==> src/rtl/spi_master_ctrl.sv <==
// SPI master for the SPI_RAM slave: sends 10-bit {cmd,payload} frames under SS_n and,
// for read-data frames, collects the 8-bit reply on MISO after a turnaround.
module spi_master_ctrl #(
   parameter int TURNAROUND = 2,
   parameter int GAP_CYCLES = 1
) (
   input  logic       clk,
   input  logic       rst_n,
   input  logic       req_valid,
   output logic       req_ready,
   input  logic [1:0] req_cmd,
   input  logic [7:0] req_data,
   output logic       rsp_valid,
   output logic [7:0] rsp_data,
   output logic       seq_err,
   output logic       busy,
   output logic       SS_n,
   output logic       MOSI,
   input  logic       MISO
);

   // Handshake: a request is taken on a rising edge where req_valid && req_ready;
   // req_ready is high only in IDLE, so there is never more than one frame in flight.

   localparam int C_BIG = (TURNAROUND > GAP_CYCLES) ? TURNAROUND : GAP_CYCLES;
   localparam int C_MAX = (C_BIG > 10) ? C_BIG : 10;
   localparam int CW    = $clog2(C_MAX + 1);

   localparam logic [CW-1:0] C_SHIFT_LAST = CW'(9);
   localparam logic [CW-1:0] C_TURN_LAST  = CW'(TURNAROUND - 1);
   localparam logic [CW-1:0] C_CAP_LAST   = CW'(7);
   localparam logic [CW-1:0] C_GAP_LAST   = CW'(GAP_CYCLES - 1);
   localparam logic [CW-1:0] C_ONE        = CW'(1);

   typedef enum logic [2:0] {
      S_IDLE,
      S_START,
      S_SHIFT,
      S_TURN,
      S_CAPTURE,
      S_GAP
   } state_t;

   state_t          r_state;
   state_t          w_state_nxt;
   logic [9:0]      r_shift, w_shift_nxt;
   logic [1:0]      r_cmd, w_cmd_nxt;
   logic [CW-1:0]   r_cnt, w_cnt_nxt;
   logic [7:0]      r_rx, w_rx_nxt;
   logic            r_ss_n, w_ss_n_nxt;
   logic            r_mosi, w_mosi_nxt;
   logic            r_rsp_valid, w_rsp_valid_nxt;
   logic [7:0]      r_rsp_data, w_rsp_data_nxt;
   logic            r_seq_err, w_seq_err_nxt;
   logic            r_rd_pending, w_rd_pending_nxt;

   always_ff @(posedge clk or negedge rst_n) begin
      if (!rst_n) begin
         r_state      <= S_IDLE;
         r_shift      <= '0;
         r_cmd        <= '0;
         r_cnt        <= '0;
         r_rx         <= '0;
         r_ss_n       <= 1'b1;
         r_mosi       <= 1'b0;
         r_rsp_valid  <= 1'b0;
         r_rsp_data   <= '0;
         r_seq_err    <= 1'b0;
         r_rd_pending <= 1'b0;
      end else begin
         r_state      <= w_state_nxt;
         r_shift      <= w_shift_nxt;
         r_cmd        <= w_cmd_nxt;
         r_cnt        <= w_cnt_nxt;
         r_rx         <= w_rx_nxt;
         r_ss_n       <= w_ss_n_nxt;
         r_mosi       <= w_mosi_nxt;
         r_rsp_valid  <= w_rsp_valid_nxt;
         r_rsp_data   <= w_rsp_data_nxt;
         r_seq_err    <= w_seq_err_nxt;
         r_rd_pending <= w_rd_pending_nxt;
      end
   end

   // Pin values are computed one cycle ahead so SS_n/MOSI come straight from flops.
   always_comb begin
      w_state_nxt      = r_state;
      w_shift_nxt      = r_shift;
      w_cmd_nxt        = r_cmd;
      w_cnt_nxt        = r_cnt;
      w_rx_nxt         = r_rx;
      w_ss_n_nxt       = r_ss_n;
      w_mosi_nxt       = r_mosi;
      w_rsp_valid_nxt  = 1'b0;
      w_rsp_data_nxt   = r_rsp_data;
      w_seq_err_nxt    = r_seq_err;
      w_rd_pending_nxt = r_rd_pending;

      unique case (r_state)
         S_IDLE: begin
            if (req_valid) begin
               w_state_nxt = S_START;
               w_shift_nxt = {req_cmd, req_data};
               w_cmd_nxt   = req_cmd;
               w_cnt_nxt   = '0;
               w_ss_n_nxt  = 1'b0;
               w_mosi_nxt  = req_cmd[1];
            end
         end
         S_START: begin
            w_state_nxt = S_SHIFT;
            w_mosi_nxt  = r_shift[9];
            w_shift_nxt = {r_shift[8:0], 1'b0};
            w_cnt_nxt   = '0;
         end
         S_SHIFT: begin
            if (r_cnt == C_SHIFT_LAST) begin
               w_mosi_nxt = 1'b0;
               w_cnt_nxt  = '0;
               if (r_cmd == 2'b11) begin
                  w_state_nxt = S_TURN;
               end else begin
                  w_state_nxt = S_GAP;
                  w_ss_n_nxt  = 1'b1;
                  if (r_cmd == 2'b10) begin
                     w_rd_pending_nxt = 1'b1;
                  end
               end
            end else begin
               w_mosi_nxt  = r_shift[9];
               w_shift_nxt = {r_shift[8:0], 1'b0};
               w_cnt_nxt   = r_cnt + C_ONE;
            end
         end
         S_TURN: begin
            if (r_cnt == C_TURN_LAST) begin
               w_state_nxt = S_CAPTURE;
               w_cnt_nxt   = '0;
            end else begin
               w_cnt_nxt = r_cnt + C_ONE;
            end
         end
         S_CAPTURE: begin
            w_rx_nxt  = {r_rx[6:0], MISO};
            w_cnt_nxt = r_cnt + C_ONE;
            if (r_cnt == C_CAP_LAST) begin
               w_state_nxt      = S_GAP;
               w_cnt_nxt        = '0;
               w_ss_n_nxt       = 1'b1;
               w_rsp_valid_nxt  = 1'b1;
               w_rsp_data_nxt   = {r_rx[6:0], MISO};
               w_seq_err_nxt    = r_seq_err | ~r_rd_pending;
               w_rd_pending_nxt = 1'b0;
            end
         end
         S_GAP: begin
            if (r_cnt == C_GAP_LAST) begin
               w_state_nxt = S_IDLE;
               w_cnt_nxt   = '0;
            end else begin
               w_cnt_nxt = r_cnt + C_ONE;
            end
         end
         default: begin
            w_state_nxt = S_IDLE;
            w_ss_n_nxt  = 1'b1;
            w_mosi_nxt  = 1'b0;
         end
      endcase
   end

   assign req_ready = (r_state == S_IDLE);
   assign busy      = (r_state != S_IDLE);
   assign SS_n      = r_ss_n;
   assign MOSI      = r_mosi;
   assign rsp_valid = r_rsp_valid;
   assign rsp_data  = r_rsp_data;
   assign seq_err   = r_seq_err;

endmodule
==> config.mk <==
export PLATFORM = sky130hd
export DESIGN_NAME = spi_master_ctrl
export DESIGN_NICKNAME = d
export VERILOG_FILES = /design/src/rtl/spi_master_ctrl.sv
export SDC_FILE = /design/constraint.sdc
export NUM_CORES = 1
export LEC_CHECK = 0
export ABC_AREA = 1
export BUFFER_PORTS_ARGS = -buffer_cell sky130_fd_sc_hd__buf_2
export CAP_MARGIN = 10
export CELL_PAD_IN_SITES_DETAIL_PLACEMENT = 2
export CELL_PAD_IN_SITES_GLOBAL_PLACEMENT = 2
export CORE_ASPECT_RATIO = 0.6
export CORE_MARGIN = 2
export CORE_UTILIZATION = 33
export CTS_CLUSTER_SIZE = 24
export DETAILED_ROUTE_END_ITERATION = 12
export PLACE_DENSITY_LB_ADDON = 0.1
export SKIP_LAST_GASP = 1
export SLEW_MARGIN = 20
export SYNTH_ARGS = -nofsm -noshare
export SYNTH_HDL_FRONTEND = slang
export SYNTH_SLANG_ARGS = --single-unit
export TNS_END_PERCENT = 30
==> constraint.sdc <==
create_clock -name clk -period 1.75 [get_ports clk]
set_input_delay 0.35 -clock clk [delete_from_list [all_inputs] [get_ports clk]]
set_output_delay 0.35 -clock clk [all_outputs]
set_load 0.02 [all_outputs]
* After elaboration in Yosys (flattened, before gate mapping) *
Index checks and enable logic that the tools add are counted.

storage, ports and cells
  register bits after elaboration = 39
  input port bits = 14
  output and inout bits = 14
  logic and storage cells = 81

operators by class
  add/sub/neg operators = 1
  equality and inequality tests = 18
  mux-type cells = 31
  bitwise gates (word level) = 4
  reductions and logical operators = 16

operators with widths
  cell                                           count
  case mux 10 bit (3 select lines)               1
  case mux 4 bit (6 select lines)                1
  2-to-1 mux 10 bit                              2
  2-to-1 mux 4 bit                               5
  2-to-1 mux 3 bit                               6
  case mux 3 bit (6 select lines)                1
  != test 2 bit, second input constant           8
  AND reduction 5 bit                            3
  2-to-1 mux 1 bit                               12
  case mux 1 bit (4 select lines)                2
  AND reduction 2 bit                            4
  == test 3 x 2 -> 1 bit, second input constant  2
  == test 3 bit, second input constant           2
  nonzero test 3 bit                             2
  nonzero test 6 bit                             1
  OR reduction 3 bit                             2
  adder 4 x 1 -> 4 bit, second input constant    1
  == test 2 bit, second input constant           2
  == test 4 x 1 -> 1 bit, second input constant  1
  == test 4 x 3 -> 1 bit, second input constant  1
  == test 4 bit, second input constant           1
  zero test 4 bit                                1
  == test 3 x 1 -> 1 bit, second input constant  1
  zero test 3 bit                                1
  5 further kinds                                7

* Depth between registers and ports, before layout *
Gate-level depths: netlist (run 1).

  word-level depth = 5
  gate-level depth with buffers = 9
  gate-level depth less buffers = 9

* Worst setup path before layout (run 1) *
No wires, ideal clock.

  path kind = register to register
  from = reg r_state[1]
  to = reg r_cmd[1]
  setup time = 0.125 ns
  data arrival time = 1.303 ns
  data required time = 1.625 ns
  slack = 0.322 ns
  cell stages (with the launch flop) = 5
  buffers on the path = 0
  clock period less this slack = 1.428 ns
  path through = dfrtp_1 > nor2_2 > nand2_4 > nor2_1 > mux2_2

on the way
  longest elaborated chain between the ends = 2

ends and longest elaborated chain
  element                               line  source
  from (decl)                           44    state_t r_state;
  from (signal assigned)                71    r_state <= w_state_nxt;
  zero test 3 bit                       99    unique case (r_state)
  AND reduction 2 bit (no source line)  n/a
  to (signal assigned)                  73    r_cmd <= w_cmd_nxt;
  to (decl)                             47    logic [1:0] r_cmd, w_cmd_nxt;

Every way passes these cells.
A chain may end at the register's enable or synchronous reset.

* Worst setup path in the final report (run 1) *
  from = reg r_cnt[0]
  to = reg r_state[1]

on the way
  longest elaborated chain between the ends = 3
  elaborated cells between the ends (all ways) = 9
  those cells by class = 7 x eq/ne; 2 x reduce/logical

ends and longest elaborated chain
  element                                               line  source
  from (decl)                                           48    logic [CW-1:0] r_cnt, w_cnt_nxt;
  from (signal assigned)                                74    r_cnt <= w_cnt_nxt;
  == test 4 x 1 -> 1 bit, or another cell as far along  136   if (r_cnt == C_TURN_LAST) begin
  != test 2 bit (no source line)                        n/a
  AND reduction 5 bit (no source line) (*)              n/a

Mark *: on every way between the ends. The rest lies on a longest branch, timed or not.

==> flow_metrics.env, run 1 <==
export IMPL_period_share=0.976
export IMPL_ys_warn_count=0
export IMPL_place_inst=352
export IMPL_core_um2=5650
export IMPL_cts_tree="built"
export IMPL_power_total_uw=3880
export IMPL_dieWidth_um=104
export IMPL_synth_top_area_cell="dfrtp_1"
export IMPL_synth_seq_cells=39
export IMPL_hold_buffers=0
export IMPL_ys_flop_type="dfrtp_1"
export IMPL_ys_seq_area_frac=0.497
export IMPL_setup_violations=0
export IMPL_tightest_slew_ps=512
export IMPL_avgSynthCellArea_um2=8.09
export IMPL_synthArstFlopShare=1.00
export IMPL_ys_top_cells_by_area="dfrtp_1 (48%), nand2_1 (14%), o21ai_0 (9.7%)"
export IMPL_grt_usage=0.182
export IMPL_syn_area_um2=1970
export IMPL_cellPowerDensity_nw_per_um2=1630
export IMPL_synth_top_area_frac=0.484
export IMPL_drtAntennaViolNets=0
export IMPL_grt_max_degree=40
export IMPL_grt_overflow=0
export IMPL_crit_path_end_kind="register"
export IMPL_period_minus_slack_ps=1710
export IMPL_path_clk_slew_ps=80
export IMPL_place_area_um2=2230
export IMPL_clock_latency_ps=300
export IMPL_io_pins=28
export IMPL_cap_violations=0
export IMPL_hold_path_class="input port to async pin"
export IMPL_p_leak_uw=0.00124
export IMPL_first_pass_iters=4
export IMPL_portBuffers=27
export IMPL_start_util=0.348
export IMPL_finalWeightedCongestion=0.779
export IMPL_layout_cells_non_filler=362
export IMPL_yosysMostFrequentCell="nand2_1"
export IMPL_crit_fanout=5
export IMPL_routed_wl_mm=5.58
export IMPL_area_growth_pct=21.2
export IMPL_cts_sinks=39
export IMPL_cts_made_buffers=5
export IMPL_worstSetupPathType="register to register"
export IMPL_peakVddDrop_mv=0.547
export IMPL_relSlewSlack=0.659
export IMPL_required_ps=1960
export IMPL_synth_edf_count=0
export IMPL_synth_common_cells="nand2_1 (73), dfrtp_1 (38), o21ai_0 (38), inv_1 (36), nor2_1 (16)"
export IMPL_wl_per_cell_um=15.4
export IMPL_htree_num_levels=2
export IMPL_clock_path_buffers=2
export IMPL_crit_arrival_ps=1910
export IMPL_drt_iter0_drc=60
export IMPL_drive_gt1_frac=0.220
export IMPL_finalMaxSlewViolations=0
export IMPL_dieArea_um2=6610
export IMPL_num_rows=21
export IMPL_root_buffer="clkbuf_8"
export IMPL_holdWs_ps=85.2
export IMPL_vias_per_cell=4.68
export IMPL_fin_skew_ps=5.18
export IMPL_dp_hpwl_mm=4.11
export IMPL_synth_distinct_cells=23
export IMPL_antenna_cells=0
export IMPL_fin_area_um2=2380
export IMPL_grt_pass1_vias=1854
export IMPL_syn_inst=243
export IMPL_vias=1695
export IMPL_antenna_found_initial=0
export IMPL_final_util=0.422
export IMPL_mappedNetlistNets=262
export IMPL_die_h_um=63.8
export IMPL_final_hold_viol_count=0
export IMPL_route_detailed_drc=0
export IMPL_grt_pass1_wl_mm=9.42
export IMPL_worstSetupStartpointType="register"
export IMPL_outcome="finished, final reports clean"
export IMPL_fmax_ghz=0.585
export IMPL_nets=300
-- power breakdown --
group	switching (uW)	total, uW	leakage [uW]	internal [uW]
Combinational	1220	1890	0.000706	676
Clock	354	631	0.0000402	278
Sequential	179	1360	0.000497	1180
-- flip-flops by register name, indices dropped and copies added (netlist names) --
name / flops
seq_err: 1
r_cnt: 4
r_rx: 7
r_state: 3
r_rd_pending: 1
r_shift: 10
r_cmd: 2
SS_n: 1
MOSI: 1
rsp_valid: 1
rsp_data: 8
-- through the flow --
stage          setup TNS (ps)  setup slack (ps)
5_1_grt                 -89.9             -24.7
3_5_place_dp                0              12.3
3_3_place_gp                0              95.2
4_1_cts                     0              13.4
2_1_floorplan               0               322
6_report                    0              41.7
-- layout make-up --
| type | count | area [um^2] |
|---|---|---|
| Timing Repair Buffer | 35 | 233 |
| Clock buffer | 5 | 68.8 |
| Fill cell | 667 | 3270 |
| Tap cell | 80 | 100 |
| Inverter | 37 | 143 |
| Sequential cell | 39 | 980 |
| Multi-Input combinational cell | 163 | 838 |
| Clock inverter | 3 | 20.0 |
-- kinds of logic after synthesis --
family          count (synthesis)  synth area share
flops                          39             0.497
simple gates                  109             0.251
buf+inv                        41            0.0866
fa+ha+maj                       5            0.0318
compound gates                 47             0.123
mux                             1           0.00573
xor+xnor                        1           0.00446
-- worst max-delay path, cell delays in order (launching register included) --
cell	delay, ps
dfrtp_1	430
ha_1	250
nand3_1	200
nand2_1	150
nand2_1	100
nor2_2	180
nand2_1	100
o21ai_0	200
-- path summary, 6_finish.rpt --
kind / slack, ps / cells after the start / from / endpoint
worst max-delay path: 40 / 7 / r_cnt[0]$_DFFE_PN0P_ / r_state[1]$_DFFE_PN0P_
worst min-delay path: 90 / 2 / rst_n / MOSI$_DFFE_PN0P_
worst max register to register: 40 / 7 / r_cnt[0]$_DFFE_PN0P_ / r_state[1]$_DFFE_PN0P_
worst min register to register: 480 / 2 / SS_n$_DFFE_PN1P_ / SS_n$_DFFE_PN1P_
max in group asynchronous: 1270 / 2 / rst_n / r_state[0]$_DFFE_PN0P_
min in group clk: 280 / 3 / req_data[0] / r_shift[0]$_DFFE_PN0P_
-- layout by cell type, fill, tap and decap left out --
cell type,synthesis,final
a21oi_1,6,6
buf_12,0,3
buf_2,1,27
buf_4,0,5
clkbuf_8,0,5
clkinv_2,0,1
clkinvlp_4,0,3
dfrtp_1,38,36
dfrtp_2,0,2
dfstp_2,1,1
ha_1,5,5
inv_1,36,35
inv_2,1,1
mux2_2,1,1
nand2_1,73,73
nand2_4,2,2
nand3_1,8,8
nand3_2,2,2
nand3b_1,1,1
nor2_1,16,14
nor2_2,3,2
nor2_4,3,6
nor3_4,1,1
o21ai_0,38,36
o21ai_1,0,2
o21bai_1,2,2
o31ai_1,1,1
xor2_1,1,1
-- routing by layer --
layer,GRT usage,vias up,wire (um)
met2,0.261,24,2350
li1,-,836,-
met5,0,-,0
met1,0.276,828,2940
met4,0.0507,0,61
met3,0.0408,7,226
-- what timing repair did --
item                                    CTS  global route
endpoints found under the setup margin    1            20
gates resized for setup                   0            10
pin swaps                                 1             0
buffers inserted                          1             1
(Power assumes the default switching activity.)
==> run 2: changes to the inputs <==
Clock period 1.75 ns to 1.61 ns, I/O delays scaled along.
==> run 2 against run 1 <==
  * Combinational power is 40% higher
  * Highest routed layer unchanged
  * Via count rose by 9.4%
  * First-iteration DRC count rose by 25%
  * Critical path type is now register to output pin
  * Largest power group unchanged
  * Non-clock buffer count rose by 28
  * Global-route usage up 1.8 points
  * Clock power grew 8.6%
  * The flow now finishes with violations (negative setup slack)
  * Worst setup slack worse by 79 ps
  * Count of clock-buffer cells in the layout up 1
  * Total power is 24% higher
  * Clock skew is 6.7 ps higher
  * Sequential power increased by 9.6%
  * Critical path depth down 3
  * Largest cell class unchanged
==> flow_metrics.env, run 2 (synthesized netlist as in run 1, its figures left out) <==
export IMPL_fmax_ghz=0.607
export IMPL_drt_iter0_drc=75
export IMPL_wl_per_cell_um=17.3
export IMPL_peakVddDrop_mv=0.751
export IMPL_finalMaxSlewViolations=0
export IMPL_htree_num_levels=2
export IMPL_drtAntennaViolNets=0
export IMPL_grt_max_degree=40
export IMPL_crit_slowest_cell="dfrtp_2"
export IMPL_holdPathStages=3
export IMPL_cts_sinks=39
export IMPL_finalWeightedCongestion=0.840
export IMPL_grt_pass1_wl_mm=10.4
export IMPL_crit_path_end_kind="output pin"
export IMPL_largest_reg_flops=10
export IMPL_drive_gt1_frac=0.361
export IMPL_start_util=0.348
export IMPL_crit_arrival_ps=1330
export IMPL_vias=1855
export IMPL_vias_per_cell=4.76
export IMPL_nets=328
export IMPL_cap_violations=0
export IMPL_period_share=1.02
export IMPL_path_clk_slew_ps=90
export IMPL_final_cell_mix="nand2_1 (68), dfrtp_1 (34), o21ai_0 (33)"
export IMPL_portBuffers=27
export IMPL_layout_cells_non_filler=390
export IMPL_required_ps=1290
export IMPL_dieArea_um2=6610
export IMPL_crit_fanout=6
export IMPL_io_pins=28
export IMPL_hold_path_class="input port to register"
export IMPL_final_hold_viol_count=0
export IMPL_period_minus_slack_ps=1650
export IMPL_root_buffer="clkbuf_8"
export IMPL_worst_slack_ps=-37.4
export IMPL_crit_chain="nor2_4, nand2_4, inv_1, buf_2"
export IMPL_setup_violations=2
export IMPL_die_h_um=63.8
export IMPL_fin_skew_ps=11.9
export IMPL_first_pass_iters=4
export IMPL_cts_made_buffers=5
export IMPL_reg2regPathDepth=7
export IMPL_holdWs_ps=261
export IMPL_grt_pass1_vias=1972
export IMPL_core_um2=5650
export IMPL_antenna_cells=0
export IMPL_area_growth_pct=36.6
export IMPL_worstSetupPathType="register to output pin"
export IMPL_critPathMaxStageDelay_ps=500
export IMPL_cts_tree="built"
export IMPL_routed_wl_mm=6.74
export IMPL_outcome="finished, violations left"
export IMPL_grt_usage=0.201
export IMPL_grt_overflow=0
export IMPL_final_common_cell="nand2_1"
export IMPL_place_inst=370
export IMPL_route_detailed_drc=0
export IMPL_worstSetupStartpointType="register"
export IMPL_violations="negative setup slack"
export IMPL_tightest_slew_ps=396
export IMPL_clock_path_buffers=2
export IMPL_p_leak_uw=0.00138
export IMPL_num_rows=21
export IMPL_top_register="r_shift"
export IMPL_dieWidth_um=104
export IMPL_antenna_found_initial=0
export IMPL_rsz0062_at_grt="true"
export IMPL_clock_latency_ps=300
export IMPL_relSlewSlack=0.735
export IMPL_dp_hpwl_mm=4.34
export IMPL_cellPowerDensity_nw_per_um2=1790
export IMPL_setup_tns_ps=-50.7
==> run 2: final timing paths <==
kind | startpoint | endpoint | slack (ps)
min reg2reg | SS_n$_DFFE_PN1P_ | SS_n$_DFFE_PN1P_ | 470
min in group asynchronous | rst_n | r_shift[9]$_DFFE_PN0P_ | 530
min | req_cmd[0] | r_cmd[0]$_DFFE_PN0P_ | 260
max | r_state[1]$_DFFE_PN0P_ | req_ready | -40
max in group asynchronous | rst_n | SS_n$_DFFE_PN1P_ | 820
max reg2reg | r_state[1]$_DFFE_PN0P_ | r_cnt[2]$_DFFE_PN0P_ | -10
==> run 2: where the power goes <==
group / total, uW / switching [uW] / internal, uW / leakage (uW)
Combinational: 2640 / 1600 / 1040 / 0.000849
Clock: 685 / 382 / 304 / 0.0000412
Sequential: 1490 / 207 / 1280 / 0.000494
Total: 4810 / 2180 / 2630 / 0.00138
==> run 2: per-stage QoR <==
step | area, um^2 | util | power (uW) | setup WS (ps)
6_report | 2690 | 0.475 | 4810 | -37.4
3_3_place_gp | 2370 | 0.420 | 3500 | -71.0
4_1_cts | 2530 | 0.448 | 4470 | -27.3
5_1_grt | 2690 | 0.475 | 5180 | -142
3_5_place_dp | 2370 | 0.420 | 3640 | -171
2_1_floorplan | 1970 | - | 2770 | 182
==> run 2: per-layer routing <==
layer,GRT usage,wire length (um),part of all wire,vias to the layer above
met4,0.0439,59,0.0088,0
met1,0.282,3400,0.50,930
met3,0.0378,174,0.026,7
met5,0,0,0,-
li1,-,-,-,891
met2,0.326,3110,0.46,27
==> run 2: timing repair <==
item,CTS,global route
hold buffers,1,0
setup buffers,4,7
setup endpoints to repair,27,29
pin swaps,1,1
resized for setup,7,35
gates cloned,0,0
hold endpoints to repair,12,0
==> run 2: final cells by class <==
type / count / area, um^2
clock buffers: 6 / 72.6
clock inverters: 2 / 12.5
fillers: 645 / 2960
inverters: 37 / 149
multi-input cells: 163 / 920
flip-flops and latches: 39 / 982
well taps: 80 / 100
repair buffers: 63 / 449
==> run 2: critical path, delay by kind of cell, from the launching register on <==
kind,cells,cell delay (ps)
buf+inv,2,240
simple gates,2,290
flops,1,500
